<file path="src/rtl/fir_yout_gpio.sv">
// FIR output (Yn) to GPIO check-field presenter: frames words between start/end markers.
// Optional 4-entry input FIFO enabled by defining FIR_YOUT_FIFO_EN.
//
// state   | meaning
// IDLE    | waiting for start_i, io_out holds last value
// START   | start marker on io_out for HOLD_CYCLES cycles
// DWAIT   | waiting for the next Yn word
// DHOLD   | data word on io_out for HOLD_CYCLES cycles
// END     | end marker on io_out for HOLD_CYCLES cycles, then frame_done
module fir_yout_gpio #(
    parameter int unsigned HOLD_CYCLES = 8,
    parameter logic [15:0] START_MARK  = 16'hAB40,
    parameter logic [15:0] END_MARK    = 16'hAB51
) (
    input  logic        wb_clk_i,
    input  logic        wb_rst_i,
    input  logic        start_i,
    input  logic        sm_tvalid,
    input  logic [31:0] sm_tdata,
    input  logic        sm_tlast,
    output logic        sm_tready,
    output logic [15:0] io_out,
    output logic [15:0] io_oeb,
    output logic        word_stb,
    output logic        busy,
    output logic        frame_done,
    output logic [7:0]  word_cnt
);

    typedef enum logic [2:0] {
        S_IDLE,
        S_START,
        S_DWAIT,
        S_DHOLD,
        S_END
    } state_t;

    localparam logic [7:0] HOLD_LOAD = 8'(HOLD_CYCLES - 1);

    state_t      state_q, state_d;
    logic [7:0]  hold_q, hold_d;
    logic [15:0] io_out_q, io_out_d;
    logic [15:0] io_oeb_q, io_oeb_d;
    logic        word_stb_q, word_stb_d;
    logic        busy_q, busy_d;
    logic        frame_done_q, frame_done_d;
    logic [7:0]  word_cnt_q, word_cnt_d;
    logic        last_q, last_d;
    logic        sm_tready_q, tready_d;

    logic        src_valid;
    logic [15:0] src_data;
    logic        src_last;

    // Only the low half of Yn reaches the pads; the upper half is dropped on purpose.
    logic unused_hi;
    assign unused_hi = ^sm_tdata[31:16];

`ifdef FIR_YOUT_FIFO_EN
    localparam int unsigned FIFO_DEPTH = 4;

    logic [16:0] fifo_mem_q [FIFO_DEPTH];
    logic [1:0]  wr_ptr_q, rd_ptr_q;
    logic [2:0]  fifo_cnt_q, fifo_cnt_d;
    logic        push, pop;

    assign push      = sm_tvalid & sm_tready_q;
    assign pop       = (state_q == S_DWAIT) && src_valid;
    assign src_valid = (fifo_cnt_q != 3'd0);
    assign src_data  = fifo_mem_q[rd_ptr_q][15:0];
    assign src_last  = fifo_mem_q[rd_ptr_q][16];

    always_comb begin
        fifo_cnt_d = fifo_cnt_q;
        case ({push, pop})
            2'b10:   fifo_cnt_d = fifo_cnt_q + 3'd1;
            2'b01:   fifo_cnt_d = fifo_cnt_q - 3'd1;
            default: fifo_cnt_d = fifo_cnt_q;
        endcase
    end

    always_ff @(posedge wb_clk_i) begin
        if (wb_rst_i) begin
            wr_ptr_q   <= 2'd0;
            rd_ptr_q   <= 2'd0;
            fifo_cnt_q <= 3'd0;
        end else begin
            if (push) wr_ptr_q <= wr_ptr_q + 2'd1;
            if (pop)  rd_ptr_q <= rd_ptr_q + 2'd1;
            fifo_cnt_q <= fifo_cnt_d;
        end
    end

    always_ff @(posedge wb_clk_i) begin
        if (push) fifo_mem_q[wr_ptr_q] <= {sm_tlast, sm_tdata[15:0]};
    end

    // Ready comes from the next-cycle fill level, so a push can never land on a full FIFO.
    assign tready_d = (fifo_cnt_d != 3'(FIFO_DEPTH)) && (state_d != S_IDLE);
`else
    assign src_valid = sm_tvalid & sm_tready_q;
    assign src_data  = sm_tdata[15:0];
    assign src_last  = sm_tlast;
    assign tready_d  = (state_d == S_DWAIT);
`endif

    always_comb begin
        state_d      = state_q;
        hold_d       = hold_q;
        io_out_d     = io_out_q;
        io_oeb_d     = io_oeb_q;
        word_stb_d   = 1'b0;
        frame_done_d = 1'b0;
        word_cnt_d   = word_cnt_q;
        last_d       = last_q;
        case (state_q)
            S_IDLE: begin
                if (start_i) begin
                    state_d    = S_START;
                    hold_d     = HOLD_LOAD;
                    io_out_d   = START_MARK;
                    io_oeb_d   = 16'h0000;
                    word_cnt_d = 8'd0;
                    word_stb_d = 1'b1;
                end
            end
            S_START: begin
                if (hold_q == 8'd0) state_d = S_DWAIT;
                else                hold_d  = hold_q - 8'd1;
            end
            S_DWAIT: begin
                if (src_valid) begin
                    state_d    = S_DHOLD;
                    hold_d     = HOLD_LOAD;
                    io_out_d   = src_data;
                    word_stb_d = 1'b1;
                    last_d     = src_last;
                    word_cnt_d = (word_cnt_q == 8'hFF) ? word_cnt_q : word_cnt_q + 8'd1;
                end
            end
            S_DHOLD: begin
                if (hold_q != 8'd0) begin
                    hold_d = hold_q - 8'd1;
                end else if (last_q) begin
                    state_d    = S_END;
                    hold_d     = HOLD_LOAD;
                    io_out_d   = END_MARK;
                    word_stb_d = 1'b1;
                end else begin
                    state_d = S_DWAIT;
                end
            end
            S_END: begin
                if (hold_q == 8'd0) begin
                    state_d      = S_IDLE;
                    frame_done_d = 1'b1;
                end else begin
                    hold_d = hold_q - 8'd1;
                end
            end
            default: state_d = S_IDLE;
        endcase
        busy_d = (state_d != S_IDLE);
    end

    always_ff @(posedge wb_clk_i) begin
        if (wb_rst_i) begin
            state_q      <= S_IDLE;
            hold_q       <= 8'd0;
            io_out_q     <= 16'h0000;
            io_oeb_q     <= 16'hFFFF;
            word_stb_q   <= 1'b0;
            busy_q       <= 1'b0;
            frame_done_q <= 1'b0;
            word_cnt_q   <= 8'd0;
            last_q       <= 1'b0;
            sm_tready_q  <= 1'b0;
        end else begin
            state_q      <= state_d;
            hold_q       <= hold_d;
            io_out_q     <= io_out_d;
            io_oeb_q     <= io_oeb_d;
            word_stb_q   <= word_stb_d;
            busy_q       <= busy_d;
            frame_done_q <= frame_done_d;
            word_cnt_q   <= word_cnt_d;
            last_q       <= last_d;
            sm_tready_q  <= tready_d;
        end
    end

    assign sm_tready  = sm_tready_q;
    assign io_out     = io_out_q;
    assign io_oeb     = io_oeb_q;
    assign word_stb   = word_stb_q;
    assign busy       = busy_q;
    assign frame_done = frame_done_q;
    assign word_cnt   = word_cnt_q;

endmodule

</file>
<file path="config.mk">
export PLATFORM = sky130hd
export DESIGN_NAME = fir_yout_gpio
export DESIGN_NICKNAME = d
export VERILOG_FILES = /design/src/rtl/fir_yout_gpio.sv
export SDC_FILE = /design/constraint.sdc
export NUM_CORES = 1
export LEC_CHECK = 0
export ABC_AREA = 1
export CORE_ASPECT_RATIO = 0.9
export CORE_MARGIN = 3
export CORE_UTILIZATION = 44
export DETAILED_ROUTE_END_ITERATION = 12
export PLACE_DENSITY = 0.8
export SETUP_SLACK_MARGIN = 0.02
export SYNTH_ARGS = -nofsm -noshare
export SYNTH_HDL_FRONTEND = slang
export SYNTH_SLANG_ARGS = --single-unit
export TNS_END_PERCENT = 50
</file>
<file path="constraint.sdc">
create_clock -name wb_clk_i -period 1.6 [get_ports wb_clk_i]
set_input_delay 0.48 -clock wb_clk_i [delete_from_list [all_inputs] [get_ports wb_clk_i]]
set_output_delay 0.48 -clock wb_clk_i [all_outputs]
set_load 0.005 [all_outputs]
</file>
# Yosys cells after proc, flatten, opt, wreduce, memory -nomap -nowiden
# Index checks and enable logic that the tools add are counted.
# Widths: inputs -> output; s select.
# totals
regBits,56
word_cells,69
# op_classes
addsub,2
n_eq_ne,13
mux,28
bitwise,2
reduce_logical,14
# op_table
cell,n
$mux 16,4
$mux 8,8
$pmux 16 s3,1
$pmux 8 s4,1
$mux 3,6
$pmux 8 s2,1
$pmux 3 s5,1
$ne 2x2->1 const B,6
$reduce_and 5->1,2
$eq 3x2->1 const B,3
$add 8x1->8 const B,1
$eq 8x8->1 const B,1
$logic_not 8->1,1
$reduce_bool 8->1,1
$sub 8x1->8 const B,1
$reduce_bool 3->1,2
$mux 1,5
$reduce_and 2->1,2
$reduce_and 4->1,1
$reduce_bool 4->1,1
$reduce_or 2->1,2
$eq 3x1->1 const B,1
$eq 3x3->1 const B,1
$logic_not 3->1,1
other kinds (5),5

# Depth between registers and ports, before layout
# Gate-level depths: netlist of run 1.
# depth
word_depth,4
ltp_mapped,10
ltp_nobuf,10

# Worst setup path before layout of run 1
# Ideal clock, no wire load.
# synth_timing
kind,reg2reg
start,reg hold_q[0]
end,"reg io_out_q[2], in the netlist io_out[2]"
setup_ns,0.071
t_arrival_ns,1.359
slack_ns,0.169
stages_incl_launch_ff,11
synth_period_minus_slack_ns,1.431
path_cell_list,dfxtp_1 -> inv_1 -> ha_1 -> nand2_1 -> nor2_4 -> nand3_2 -> nand2_4 -> buf_8 -> buf_12 -> nand3_1 -> a21oi_1
# synth_via
elab_chain_cells,3
# synth_rtl
item,line,text
start: declaration,41,"logic [7:0] hold_q, hold_d;"
start signal: assignment,180,hold_q <= hold_d;
$reduce_bool 8->1,142,if (hold_q != 8'd0) begin
$ne 2x2->1 (no source line),n/a,
$reduce_and 5->1 (no source line),n/a,
end signal: assignment,181,io_out_q <= io_out_d;
end: declaration,42,"logic [15:0] io_out_q, io_out_d;"
# Every way passes these cells.
# A chain may end at the register's enable or synchronous reset.

# Final worst setup path of run 1
# layout_timing
start,in sm_tvalid
end,"reg io_out_q[2], in the netlist io_out[2]"
# layout_via
elab_chain_cells,3
# layout_rtl
item,line,text
start: declaration,18,"input logic sm_tvalid,"
$and 1x1->1,101,assign src_valid = sm_tvalid & sm_tready_q;
$ne 2x2->1 (no source line),n/a,
$reduce_and 5->1 (no source line),n/a,
# Every way passes these cells.

==> flow_summary_export.csv, run 1 <==
group,metric,value,unit
pwr,power_density,1080,nW/um^2
place,place_hpwl,3620,um
logic_synthesis,synth_top_cell_area_share,38.4,%
setup_path,reg2reg_slack,80,ps
logic_synthesis,synth-async-reset-ratio,0,%
global_route,grt_pass1_vias,1873,
sta,maxSlewViolCount,0,
cells_and_area,layout.nets,406,
place,io_buffers,64,
place,gp_congestion,0.890,
die,num_rows,23,
global_route,grt_usage,16.7,%
cells_and_area,multiInputGateArea,1120,sq um
status,outcome,"finished, final reports clean",
setup_path,cp-end-kind,"register",
sta,tightest_slew,335,ps
pwr,p_clk_share,20.0,%
logic_synthesis,syn_nets,332,
sta,rsz0062_at_grt,"yes",
cells_and_area,drive_above_1_share,24.0,%
logic_synthesis,syn_area,2140,sq um
global_route,grt_max_degree,17,
cells_and_area,antenna_cells,0,
cells_and_area,fill_cells,382,
logic_synthesis,yosys_warnings,0,
routing,avgRoutedWirePerCell,12.0,um
clocking,cts_buffers,5,
sta,setup_violations,0,
sta,relSlewSlack,77.5,%
die,die_h,72.1,um
logic_synthesis,ys_seq_area_share,38.4,%
sta,hold_viol,0,
sta,fin_crit_sh,96.6,%
setup_path,path_max_fanout,10,
clocking,cts_htree_levels,2,
routing,viasPerCell,4.96,
global_route,overflow,0,
logic_synthesis,synthTopCellsByArea,"dfxtp_1, nand2_1, a21oi_1",
logic_synthesis,yosysMostFrequentCell,"nand2_1",
clocking,cts_sinks,41,
routing,drt_iter0_drc,119,
die,start_util,46.7,%
routing,drc,0,
global_route,grt_pass1_wl,7840,um
logic_synthesis,ys_ff_latch,41,
pwr,p_leak,1.33,nW
routing,postRouteAntennaNets,0,
pwr,p_sw,1.24,mW
cells_and_area,ff_latch_area,840,sq um
logic_synthesis,synth_common_cells,"nand2_1, dfxtp_1, a21oi_1, nor2_1, inv_1",
logic_synthesis,yosysTopAreaCell,"dfxtp_1",
pwr,p_int,2.08,mW
sta,min_period,1550,ps
die,dieArea,5730,sq um
logic_synthesis,synth_edf_count,0,
cells_and_area,final_core_utilization,67.1,%
hold_path,hold-path-cell-count,2,
clocking,tritoncts,"built",
setup_path,critPathKind,"in -> reg",
pwr,combinationalPowerShare,42.7,%
die,core,4580,sq um
cells_and_area,area_growth,43.7,%
pwr,peakVddDrop,0.000677,V
hold_path,holdCritPathClass,"reg -> reg",
setup_path,required,1820,ps
sta,max_freq,0.647,GHz
die,dieWidth,79.5,um
routing,vias,2128,
global_route,antenna_found_initial,0,
routing,wl,5140,um
logic_synthesis,synthCells,292,
clocking,clockBufferDepth,2,
die,ioPinCount,81,
sta,skew,5.18,ps
clocking,postCtsHoldBufs,0,
setup_path,rr_worst_depth,9,
clocking,ctsRootBufferMaster,"clkbuf_8",
setup_path,critical_path.startpoint_type,"input port",
logic_synthesis,syn_area_per_cell,7.32,sq um
flow_run,maxCapViolCount,0,
pwr,pwr-share-seq,37.2,%
routing,dr.pass1.iters,4,
sta,holdWs,460,ps
clocking,clkLatencyLatePin,290,ps
setup_path,worst-endpoint-arrival,1770,ps
clocking,cts.reportedPaths.clkPinSlew,80,ps
pwr,switching_share,37.3,%
logic_synthesis,yosys_most_used_dff,"dfxtp_1",
logic_synthesis,yosysUniqueCellTypes,33,
==> layout make-up <==
type                    instances  area share (%)
well taps                      62            2.53
clock inverters                 3           0.570
inverters                      28            3.67
multi-input cells             199            36.5
flip-flops and latches         41            27.3
repair buffers                 91            27.1
clock buffers                   5            2.24
==> cell usage in the layout (no fill, tap or decap), drive strengths merged <==
cell type / Yosys / layout
a211oi: 2 / 2
a21oi: 28 / 28
buf: 21 / 27
clkbuf: 3 / 5
clkdlybuf4s50: 0 / 20
clkinv: 0 / 2
clkinvlp: 0 / 1
dfxtp: 41 / 41
dlygate4sd2: 0 / 44
ha: 3 / 3
inv: 28 / 28
nand2: 72 / 72
nand3: 19 / 19
nand4: 5 / 5
nor2: 36 / 36
nor3: 10 / 10
nor3b: 1 / 1
o211ai: 1 / 1
o21ai: 17 / 17
o21bai: 2 / 2
xnor2: 1 / 1
xor2: 2 / 2
==> cells by family (layout without fill, tap and decap cells) <==
| kind of cell | count (synthesis) | count (layout) | share of synthesized area, % |
|---|---|---|---|
| simple gates | 143 | 143 | 32.0 |
| buf+inv | 52 | 127 | 13.6 |
| compound gates | 50 | 50 | 12.9 |
| flops | 41 | 41 | 38.4 |
| fa+ha+maj | 3 | 3 | 1.76 |
| xor+xnor | 3 | 3 | 1.23 |
==> power by group through the flow <==
stage	clock network, mW	registers [mW]	logic, mW
3_3_place_gp	0	1.26	1.26
3_5_place_dp	0	1.26	1.28
4_1_cts	0.682	1.23	1.23
2_1_floorplan	0	1.25	0.847
6_report	0.665	1.24	1.42
5_1_grt	0.712	1.25	1.57
==> metal layers <==
metal | wire, um | vias to the layer above | GRT usage, %
met5 | 0 | - | 0
met4 | 31 | 0 | 4.01
met3 | 531 | 6 | 6.45
met2 | 2320 | 91 | 27.6
met1 | 2250 | 955 | 20.6
li1 | - | 1076 | -
==> final timing paths <==
kind,startpoint,end
max,sm_tvalid,io_out[2]$_SDFFE_PP0P_
min,io_out[15]$_SDFFE_PP0P_,io_out[15]$_SDFFE_PP0P_
min reg2reg,io_out[15]$_SDFFE_PP0P_,io_out[15]$_SDFFE_PP0P_
max reg2reg,state_q[1]$_SDFF_PP0_,hold_q[5]$_SDFFE_PP0P_
==> sequential cells by signal (all words and copies together) (netlist names) <==
signal      flops
io_oeb          1
frame_done      1
busy            1
word_stb        1
io_out         16
sm_tready       1
hold_q          8
word_cnt        8
last_q          1
state_q         3
==> repair_timing <==
action	in CTS	in global routing
gates resized for setup	57	29
endpoints found under the setup margin	60	32
cloned	0	0
buffers inserted	4	3
pin swaps	0	10
==> metrics by stage <==
stage                     setup TNS [ps]  area (sq um)  instances  total power [mW]  setup slack (ps)
after floorplan                        0          2140        292              2.10               169
after global placement             -7150          2840        414              2.52              -266
after detailed placement           -7420          2840        414              2.54              -299
after CTS                              0          2920        426              3.14              20.0
after global routing               -91.2          3070        429              3.53             -32.9
final                                  0          3070        429              3.32              54.2
==> critical path, cell delays in order <==
cell	delay, ps
clkdlybuf4s50_1	470
nand2_2	70
buf_6	120
nor2_4	120
nor2_4	70
nand2_8	110
buf_12	130
nand3_1	70
a21oi_1	130
Power figures use the tool's default switching activity.
==> run 2, diff against run 1 <==
Settings changed: PLACE_DENSITY 0.8 to unset, PLACE_DENSITY_LB_ADDON set to 0.05.
==> run 2 against run 1 <==
Compared with the run above: global-route usage increased by 1.2 points; register-to-register slack improved by 30 ps; utilization decreased by 0.55 points; total power increased by 1.9%; wire length decreased by 0.82%; final area decreased by 0.81%; sequential power about the same.
==> flow_summary_export.csv, run 2 (same netlist as run 1, synthesis figures left out) <==
group,metric,value,unit
clocking,clkLatencyLatePin,290,ps
routing,wl,5090,um
cells_and_area,antenna_cells,0,
clocking,postCtsHoldBufs,0,
sta,skew,5.75,ps
flow_run,maxCapViolCount,0,
pwr,switching_share,35.5,%
sta,relSlewSlack,77.5,%
sta,hold_viol,0,
setup_path,required,1820,ps
die,ioPinCount,81,
clocking,cts_htree_levels,2,
place,place_hpwl,3660,um
global_route,grt_pass1_wl,8200,um
routing,drt_iter0_drc,150,
global_route,grt_usage,17.9,%
pwr,power_density,1110,nW/um^2
sta,maxSlewViolCount,0,
routing,viasPerCell,4.87,
setup_path,critPathKind,"in -> reg",
die,num_rows,23,
sta,min_period,1580,ps
place,post-place-ws,-299,ps
setup_path,rr_worst_depth,9,
cells_and_area,finalNonFillerCells,424,
setup_path,worst-endpoint-arrival,1800,ps
place,dp_cells,410,
place,io_buffers,64,
sta,tightest_slew,337,ps
setup_path,path_max_fanout,5,
sta,setup_violations,0,
cells_and_area,final_core_utilization,66.6,%
hold_path,holdPathEnd,"io_out[12]$_SDFFE_PP0P_",
die,die_h,72.1,um
cells_and_area,final_cell_mix,"nand2_1, dlygate4sd2_1, nor2_1",
clocking,tritoncts,"built",
pwr,p_sw,1.20,mW
die,core,4580,sq um
global_route,grt_pass1_vias,1821,
hold_path,hold_start,"io_out[12]$_SDFFE_PP0P_",
sta,fin_crit_sh,98.5,%
pwr,combinationalPowerShare,38.9,%
pwr,pwr-share-seq,36.7,%
die,dieWidth,79.5,um
cells_and_area,fin_area,3050,sq um
clocking,ctsRootBufferMaster,"clkbuf_8",
setup_path,cp-end-kind,"register",
place,dpl_cell_area,2810,sq um
status,outcome,"finished, final reports clean",
global_route,overflow,0,
routing,vias,2066,
pwr,p_leak,1.32,nW
place,gp_congestion,0.812,
die,start_util,46.7,%
routing,postRouteAntennaNets,0,
setup_path,critical_path.startpoint_type,"input port",
pwr,total_power,3.38,mW
routing,avgRoutedWirePerCell,12.0,um
setup_path,reg2reg_from,"hold_q[1]$_SDFFE_PP0P_",
sta,max_freq,0.634,GHz
pwr,peakVddDrop,0.000604,V
clocking,cts_buffers,5,
global_route,antenna_found_initial,0,
setup_path,worst_r2r_endpoint,"io_out[1]$_SDFFE_PP0P_",
die,dieArea,5730,sq um
pwr,p_clk_share,24.4,%
cells_and_area,layout.nets,401,
cells_and_area,final_common_cell,"nand2_1",
sta,setup_ws,23.5,ps
routing,dr.pass1.iters,4,
cells_and_area,largest_reg_flops,16,
hold_path,holdCritPathClass,"reg -> reg",
hold_path,hold-path-cell-count,2,
routing,drc,0,
setup_path,reg2reg_slack,110,ps
clocking,cts_sinks,41,
sta,rsz0062_at_grt,"yes",
clocking,clockBufferDepth,2,
clocking,cts.reportedPaths.clkPinSlew,80,ps
pwr,p_int,2.18,mW
cells_and_area,drive_above_1_share,24.0,%
cells_and_area,area_growth,42.5,%
global_route,grt_max_degree,23,
## run 2: cell count changes in the layout (fill, tap and decap cells not counted), moves of 2 or more
| cell | change |
|---|---|
| dfxtp_1 | -3 |
| buf_4 | -6 |
| clkinv_2 | -2 |
| dfxtp_2 | +3 |
| o21ai_2 | +2 |
## run 2: repair_timing
| item | in CTS | in global routing |
|---|---|---|
| pin swaps | 1 | 11 |
| endpoints found under the setup margin | 62 | 34 |
| cloned | 0 | 1 |
| setup buffers | 4 | 1 |
| resized for setup | 62 | 28 |
## run 2: metal layers
metal	vias up	track usage [%]	routed length, um
met1	921	24.9	2410
met4	0	4.01	60
met2	65	27.1	2250
li1	1074	-	-
met3	6	5.96	366
met5	-	0	0
## run 2: layout make-up
class	instances	area (sq um)
Sequential cell	41	843
Fill cell	410	1530
Multi-Input combinational cell	200	1120
Tap cell	62	77.6
Inverter	28	113
Timing Repair Buffer	85	783
Clock inverter	2	38.8
Clock buffer	6	72.6
## run 2: how the worst max path moves through the flow
stage                                      start                endpoint  slack, ps  cells after the start
after floorplan           hold_q[0]$_SDFFE_PP0P_  io_out[2]$_SDFFE_PP0P_        170                     10
after global placement                 sm_tvalid  hold_q[1]$_SDFFE_PP0P_       -290                      8
after detailed placement               sm_tvalid  hold_q[0]$_SDFFE_PP0P_       -300                      8
after CTS                              sm_tvalid  io_out[8]$_SDFFE_PP0P_         20                      9
after global routing                   sm_tvalid  io_out[1]$_SDFFE_PP0P_        -10                      9
final                                  sm_tvalid  io_out[1]$_SDFFE_PP0P_         20                      9
## run 2: power by group through the flow
stage	logic (mW)	registers [mW]	clock network, mW
floorplan	0.847	1.25	0
global placement	1.25	1.26	0
detailed placement	1.26	1.26	0
CTS	1.23	1.24	0.851
global route	1.47	1.26	0.900
finish	1.31	1.24	0.826
## run 2: metrics by stage
stage                     hold WS (ps)  TNS, ps
after floorplan                    457        0
after global placement             451    -7370
after detailed placement           454    -8030
after CTS                          470        0
after global routing               492    -11.6
final                              463        0
## run 2: worst max-delay path: stages
cell             delay (ps)
clkdlybuf4s50_1         470
nand2_2                  60
buf_4                   140
nor2_4                  100
nor2_4                   50
nand2_4                 120
buf_6                   120
nand3_1                 110
a21oi_2                 140
==> run 3, diff against run 2 <==
Settings changed: PLACE_DENSITY set to 0.8, PLACE_DENSITY_LB_ADDON 0.05 to unset.
==> results of run 3 <==
Same layout as run 1: the final DEF is identical, and so are final timing and power.
